### src/rtl/whac_pkg.sv
// Shared definitions for the PS/2 keypad front end of the whac-a-mole game.
//   - set-2 scan codes for the prefixes, Space and keypad 1..9
//   - decoder FSM state type
//   - HOLE_W: width of a hole index
//   - sc_to_hole(): maps a keypad make code to {hit, hole index}
package whac_pkg;

  localparam int HOLE_W = 4;

  localparam logic [7:0] SC_EXT   = 8'hE0;
  localparam logic [7:0] SC_BRK   = 8'hF0;
  localparam logic [7:0] SC_SPACE = 8'h29;
  localparam logic [7:0] SC_KP1   = 8'h69;
  localparam logic [7:0] SC_KP2   = 8'h72;
  localparam logic [7:0] SC_KP3   = 8'h7A;
  localparam logic [7:0] SC_KP4   = 8'h6B;
  localparam logic [7:0] SC_KP5   = 8'h73;
  localparam logic [7:0] SC_KP6   = 8'h74;
  localparam logic [7:0] SC_KP7   = 8'h6C;
  localparam logic [7:0] SC_KP8   = 8'h75;
  localparam logic [7:0] SC_KP9   = 8'h7D;

  typedef enum logic [1:0] {
    ST_IDLE    = 2'd0,
    ST_BRK     = 2'd1,
    ST_EXT     = 2'd2,
    ST_EXT_BRK = 2'd3
  } key_state_e;

  // Returns {hit, idx}; hit=0 for any code that is not a keypad digit.
  function automatic logic [HOLE_W:0] sc_to_hole(input logic [7:0] sc);
    logic [HOLE_W:0] r;
    r = '0;
    case (sc)
      SC_KP1:  r = {1'b1, 4'd0};
      SC_KP2:  r = {1'b1, 4'd1};
      SC_KP3:  r = {1'b1, 4'd2};
      SC_KP4:  r = {1'b1, 4'd3};
      SC_KP5:  r = {1'b1, 4'd4};
      SC_KP6:  r = {1'b1, 4'd5};
      SC_KP7:  r = {1'b1, 4'd6};
      SC_KP8:  r = {1'b1, 4'd7};
      SC_KP9:  r = {1'b1, 4'd8};
      default: r = '0;
    endcase
    return r;
  endfunction

endpackage

### src/rtl/key_event_fifo.sv
// Small show-ahead FIFO for hole-hit events.
// Ports:
//   clk, reset_m   clock, asynchronous active-low reset
//   push, wdata    write request and data; accepted when not full, or when a
//                  pop happens in the same cycle (the freed slot is reused)
//   pop            read request; ignored while empty
//   full, empty    occupancy flags
//   head           entry at the read pointer (valid only when !empty)
module key_event_fifo #(
  parameter int DEPTH = 4,
  parameter int WIDTH = 4
) (
  input  logic             clk,
  input  logic             reset_m,
  input  logic             push,
  input  logic [WIDTH-1:0] wdata,
  input  logic             pop,
  output logic             full,
  output logic             empty,
  output logic [WIDTH-1:0] head
);

  localparam int AW = (DEPTH > 1) ? $clog2(DEPTH) : 1;

  logic [WIDTH-1:0] mem_q [DEPTH];
  logic [AW-1:0]    wr_q, rd_q;
  logic [AW:0]      cnt_q, cnt_d;
  logic             push_ok, pop_ok;

  assign full    = (cnt_q == (AW+1)'(DEPTH));
  assign empty   = (cnt_q == '0);
  assign head    = mem_q[rd_q];
  assign pop_ok  = pop && !empty;
  assign push_ok = push && (!full || pop_ok);

  always_comb begin
    cnt_d = cnt_q;
    case ({push_ok, pop_ok})
      2'b10:   cnt_d = cnt_q + (AW+1)'(1);
      2'b01:   cnt_d = cnt_q - (AW+1)'(1);
      default: cnt_d = cnt_q;
    endcase
  end

  always_ff @(posedge clk or negedge reset_m) begin
    if (!reset_m) begin
      for (int i = 0; i < DEPTH; i++) mem_q[i] <= '0;
      wr_q  <= '0;
      rd_q  <= '0;
      cnt_q <= '0;
    end else begin
      if (push_ok) begin
        mem_q[wr_q] <= wdata;
        wr_q        <= wr_q + AW'(1);
      end
      if (pop_ok) rd_q <= rd_q + AW'(1);
      cnt_q <= cnt_d;
    end
  end

endmodule

### src/rtl/ps2_key_decoder.sv
// PS/2 set-2 byte decoder: keypad 1..9 -> hole events, Space -> start pulse.
// Optional feature macro: REPEAT_FILTER_EN (held-key mask suppressing
// typematic repeats). Default build has no mask.
// Ports:
//   clk, reset_m      clock, asynchronous active-low reset
//   i_data, i_data_en PS/2 byte and its one-cycle valid strobe
//   o_hole_valid      event FIFO head valid
//   o_hole_idx        hole index at FIFO head
//   i_hole_ready      consumer accept
//   o_start_pulse     one-cycle pulse after a Space make
//   o_drop_cnt        saturating count of events lost to a full FIFO
//
// state      | meaning
// ST_IDLE    | no prefix pending; make codes act here
// ST_BRK     | F0 seen; next byte is a release
// ST_EXT     | E0 seen; next byte is an extended key (ignored)
// ST_EXT_BRK | E0 F0 seen; next byte is an extended release (ignored)
module ps2_key_decoder
  import whac_pkg::*;
#(
  parameter int NUM_HOLES      = 9,
  parameter int FIFO_DEPTH     = 4,
  parameter int PREFIX_TIMEOUT = 50000
) (
  input  logic              clk,
  input  logic              reset_m,
  input  logic [7:0]        i_data,
  input  logic              i_data_en,
  output logic              o_hole_valid,
  output logic [HOLE_W-1:0] o_hole_idx,
  input  logic              i_hole_ready,
  output logic              o_start_pulse,
  output logic [7:0]        o_drop_cnt
);

  localparam int TW = $clog2(PREFIX_TIMEOUT + 1);

  key_state_e        state_q, state_d;
  logic [TW-1:0]     tmo_q, tmo_d;
  logic              start_q, start_d;
  logic [7:0]        drop_q, drop_d;
  logic [HOLE_W-1:0] idx_last_q;

  logic [HOLE_W:0]   map;
  logic              hit;
  logic [HOLE_W-1:0] idx;
  logic              tmo_hit;
  logic              make_evt;
  logic              push;
  logic              fifo_full, fifo_empty;
  logic [HOLE_W-1:0] fifo_head;

  assign map = sc_to_hole(i_data);
  assign idx = map[HOLE_W-1:0];
  // Narrower builds (NUM_HOLES < 9) simply ignore the upper keypad digits.
  assign hit = map[HOLE_W] && (32'(idx) < NUM_HOLES);

  // Counter is loaded on every accepted byte that leaves the FSM in a
  // prefix state, so zero here means PREFIX_TIMEOUT-1 idle cycles elapsed.
  assign tmo_hit  = (state_q != ST_IDLE) && (tmo_q == '0) && !i_data_en;
  assign make_evt = i_data_en && (state_q == ST_IDLE) && hit;

  // State register
  always_ff @(posedge clk or negedge reset_m) begin
    if (!reset_m) state_q <= ST_IDLE;
    else          state_q <= state_d;
  end

  // Next state
  always_comb begin
    state_d = state_q;
    if (i_data_en) begin
      case (state_q)
        ST_IDLE: begin
          if (i_data == SC_EXT)      state_d = ST_EXT;
          else if (i_data == SC_BRK) state_d = ST_BRK;
        end
        ST_EXT:  state_d = (i_data == SC_BRK) ? ST_EXT_BRK : ST_IDLE;
        default: state_d = ST_IDLE;
      endcase
    end else if (tmo_hit) begin
      state_d = ST_IDLE;
    end
  end

  always_comb begin
    tmo_d = tmo_q;
    if (state_d == ST_IDLE)      tmo_d = '0;
    else if (i_data_en)          tmo_d = TW'(PREFIX_TIMEOUT - 1);
    else if (tmo_q != '0)        tmo_d = tmo_q - TW'(1);
  end

`ifdef REPEAT_FILTER_EN
  logic [NUM_HOLES-1:0] held_q, held_d;
  logic [NUM_HOLES-1:0] hole_mask;

  assign hole_mask = NUM_HOLES'(1) << idx;

  // Outputs / datapath updates
  always_comb begin
    held_d = held_q;
    push   = make_evt && ((held_q & hole_mask) == '0);
    // A make sets held even when the FIFO drops it, so a held key that
    // was lost does not come back as a repeat.
    if (push) held_d = held_q | hole_mask;
    if (i_data_en && (state_q == ST_BRK) && hit) held_d = held_q & ~hole_mask;
  end

  always_ff @(posedge clk or negedge reset_m) begin
    if (!reset_m) held_q <= '0;
    else          held_q <= held_d;
  end
`else
  // Outputs / datapath updates
  always_comb begin
    push = make_evt;
  end
`endif

  always_comb begin
    start_d = i_data_en && (state_q == ST_IDLE) && (i_data == SC_SPACE);
    drop_d  = drop_q;
    // Full with a simultaneous pop is not a drop: the FIFO reuses the slot.
    if (push && fifo_full && !i_hole_ready && (drop_q != 8'hFF))
      drop_d = drop_q + 8'd1;
  end

  always_ff @(posedge clk or negedge reset_m) begin
    if (!reset_m) begin
      tmo_q      <= '0;
      start_q    <= 1'b0;
      drop_q     <= '0;
      idx_last_q <= '0;
    end else begin
      tmo_q   <= tmo_d;
      start_q <= start_d;
      drop_q  <= drop_d;
      if (!fifo_empty) idx_last_q <= fifo_head;
    end
  end

  key_event_fifo #(
    .DEPTH (FIFO_DEPTH),
    .WIDTH (HOLE_W)
  ) u_fifo (
    .clk     (clk),
    .reset_m (reset_m),
    .push    (push),
    .wdata   (idx),
    .pop     (i_hole_ready),
    .full    (fifo_full),
    .empty   (fifo_empty),
    .head    (fifo_head)
  );

  assign o_hole_valid  = !fifo_empty;
  // Holds the last presented index while the FIFO is empty.
  assign o_hole_idx    = fifo_empty ? idx_last_q : fifo_head;
  assign o_start_pulse = start_q;
  assign o_drop_cnt    = drop_q;

endmodule

### config.mk
export PLATFORM = sky130hd
export DESIGN_NAME = ps2_key_decoder
export DESIGN_NICKNAME = d
export VERILOG_FILES = /design/src/rtl/whac_pkg.sv /design/src/rtl/key_event_fifo.sv /design/src/rtl/ps2_key_decoder.sv
export SDC_FILE = /design/constraint.sdc
export NUM_CORES = 1
export LEC_CHECK = 0
export ABC_AREA = 1
export CORE_MARGIN = 2
export CORE_UTILIZATION = 38
export CTS_CLUSTER_DIAMETER = 50
export DETAILED_ROUTE_END_ITERATION = 12
export PLACE_DENSITY_LB_ADDON = 0.1
export SLEW_MARGIN = 0
export SYNTH_ARGS = -nofsm -noshare
export SYNTH_HDL_FRONTEND = slang
export SYNTH_SLANG_ARGS = --single-unit
export TNS_END_PERCENT = 100
### constraint.sdc
create_clock -name clk -period 4 [get_ports clk]
set_input_delay 0.6 -clock clk [delete_from_list [all_inputs] [get_ports clk]]
set_output_delay 0.6 -clock clk [all_outputs]
set_load 0.05 [all_outputs]
==> metrics.yaml <==
synthTopCellsByCount: "111 x nand2_1, 72 x nor2_1, 54 x dfrtp_1, 45 x inv_1, 20 x nand3_1"
drt_first_pass_iters: 4
fin_hold_ws_ps: 300
postSynth.asyncResetShare: 1.00
worstPathArrival_ps: 2260
start_util: 0.393
synth_cell_type_count: 34
gr-total-overflow: 0
viasPerCell: 4.65
dpl.hpwl_um: 4750
synth_top_area_frac: 0.442
p_total_mw: 1.58
period_share: 0.714
n_fill_cell: 816
drive_gt1_frac: 0.0911
worst_setup_path_start_kind: "flop"
syn_area_um2: 3060
cts_setup_buffers: 0
cts_hold_buf: 0
vias: 2467
r2r_start: "u_fifo.cnt_q[1]"
routabilityCongestion: 0.793
antenna_found_initial: 0
slew_headroom: 0.591
nets: 447
cts-root-buf: "clkbuf_8"
path_clk_slew_ps: 100
yosysTopAreaCell: "dfrtp_1"
wl_per_cell_um: 12.1
cp_slowest_cell: "clkdlybuf4s50_1"
multiInputGateArea_um2: 1500
rsz0062_at_grt: "no"
synth-edff-count: 0
p_leak_nw: 1.82
tritoncts: "yes"
tightest_slew_ps: 614
timing.fmax_mhz: 350
io_pins: 26
grt_pass1_vias: 2293
worstSetupStartpoint: "u_fifo.rd_q[0]"
route.detailed.drc: 0
slew_viol_final: 0
clkLatencyLatePin_ps: 300
path_cells: "inv_1 -> o21ai_0 -> a31oi_1 -> clkdlybuf4s50_1"
cap_viol_max_count: 0
crit_required_ps: 3400
ys_seq_elements: 54
cpLargestDelayFamily: "buffers and inverters"
placed_cell_area_um2: 3410
htreeDepth: 2
route.antenna.remaining_nets: 0
dp_slack_ps: 822
numClockSinks: 54
track_usage: 0.160
cts_buffers: 5
synth_flop_cell: "dfrtp_1"
period_needed_ps: 2860
seq_area_um2: 1350
grt_pass1_wl_um: 11100
port_buffers: 25
cts.repair.resized: 0
core_um2: 7770
end_kind: "primary output"
rows: 32
drt_iter0_markers: 166
seq_area_frac_synth: 0.442
finalSetupViolations: 0
critPathMaxStageDelay_ps: 840
yosysWarnings: 0
fin_skew_ps: 9.19
finalWorstSetupSlack_ps: 1140
synthToLayoutAreaGrowth_pct: 14.8
dieArea_um2: 8770
crit_buf_inv: 2
setup_tns_ps: 0
ir_worst_vdd_v: 0.000153
wl_um: 6420
grt_max_degree: 30
hold_viol_final: 0
hold_path_class: "input port to async pin"
crit_type: "flop to primary output"
clockBufferDepth: 2
yosys.cell_count.top_type: "nand2_1"
status: "finished clean"
die_y_um: 93.7
syn_area_per_cell_um2: 7.70
n_antenna_cell: 0
syn_nets: 417
die_width_um: 93.7
final_cell_area_um2: 3510
syn_inst: 397
cp_max_fo: 10
p_per_area_nw_per_um2: 450
netlist_top_cells_area: "dfrtp_1 44%, nand2_1 14%, nor2_1 8.8%"
through the flow:
| stage | util | std cells |
|---|---|---|
| after floorplan | - | 397 |
| after global placement | 0.439 | 522 |
| after detailed placement | 0.439 | 522 |
| after CTS | 0.452 | 530 |
| after global routing | 0.452 | 530 |
| final | 0.452 | 530 |
final cells by class:
cell class / instances / share of cell area
multi-input combinational: 292 / 0.427
timing repair buffer: 26 / 0.0720
inverter: 48 / 0.0521
clock buffer: 6 / 0.0235
sequential: 54 / 0.385
clock inverter: 2 / 0.00357
tap: 102 / 0.0364
worst register-to-register path: stages, from the launching register on:
cell and delay, ps:
dfrtp_1 420, nor2_2 180, nand2_2 160, nand2_2 140, nand3_2 150, nand3_4 230, ha_1 180, inv_1 60
fa_1 370, a21oi_1 140, o21ai_0 110, xor2_1 150
cells by family (layout without fill, tap and decap cells):
logic type	count (synthesis)	count (layout)	synth area share
buffers and inverters	51	82	0.0672
xor gates and xnor gates	15	15	0.0430
and+or+nand+nor	244	244	0.364
adders and majority gates	8	8	0.0352
DFF	54	54	0.442
AOI/OAI and AO/OA	25	25	0.0479
placed cells by master (no fill, tap or decap), types with 2 or more instances in the layout:
cell type,synthesis,final
nand3_1,20,20
dfrtp_1,54,54
ha_1,7,7
clkdlybuf4s50_1,0,24
inv_2,2,2
nor3_1,5,5
a31oi_1,4,4
nand2_2,5,5
nor2_1,72,72
o21ai_2,2,2
xnor2_1,5,5
inv_1,45,45
nand2_1,111,111
o21ai_0,15,15
nor2_4,9,9
clkbuf_8,0,6
nand4_1,9,9
nand3_2,2,2
nor2_2,3,3
or2_2,2,2
xor2_1,10,10
worst paths after layout:
| kind | endpoint | slack (ps) | cells after the start |
|---|---|---|---|
| setup / recovery | o_hole_idx[3] | 1140 | 4 |
| setup reg to reg | u_fifo.cnt_q[2] | 1590 | 11 |
| max in group asynchronous | u_fifo.mem_q[2] | 2870 | 2 |
| min in group clk | u_fifo.mem_q[3] | 490 | 2 |
| hold / removal | u_fifo.mem_q[8] | 300 | 1 |
| hold reg to reg | u_fifo.mem_q[3] | 490 | 2 |
power breakdown:
group	switching (mW)	total, mW	internal, mW
registers	0.0567	0.663	0.607
logic	0.397	0.597	0.199
clock network	0.180	0.319	0.140
routing by layer:
layer	up-vias	wire [um]	GRT usage
li1	1306	-	-
met1	1111	3550	0.251
met2	46	2610	0.225
met3	4	206	0.0241
met4	0	51	0.0471
met5	-	0	0
sequential cells by signal, indices dropped and copies added (netlist names):
signal,count
u_fifo.mem_q,16
idx_last_q,4
u_fifo.wr_q,2
tmo_q,16
u_fifo.cnt_q,3
u_fifo.rd_q,2
o_drop_cnt,8
state_q,2
o_start_pulse,1
(Power assumes the default switching activity.)
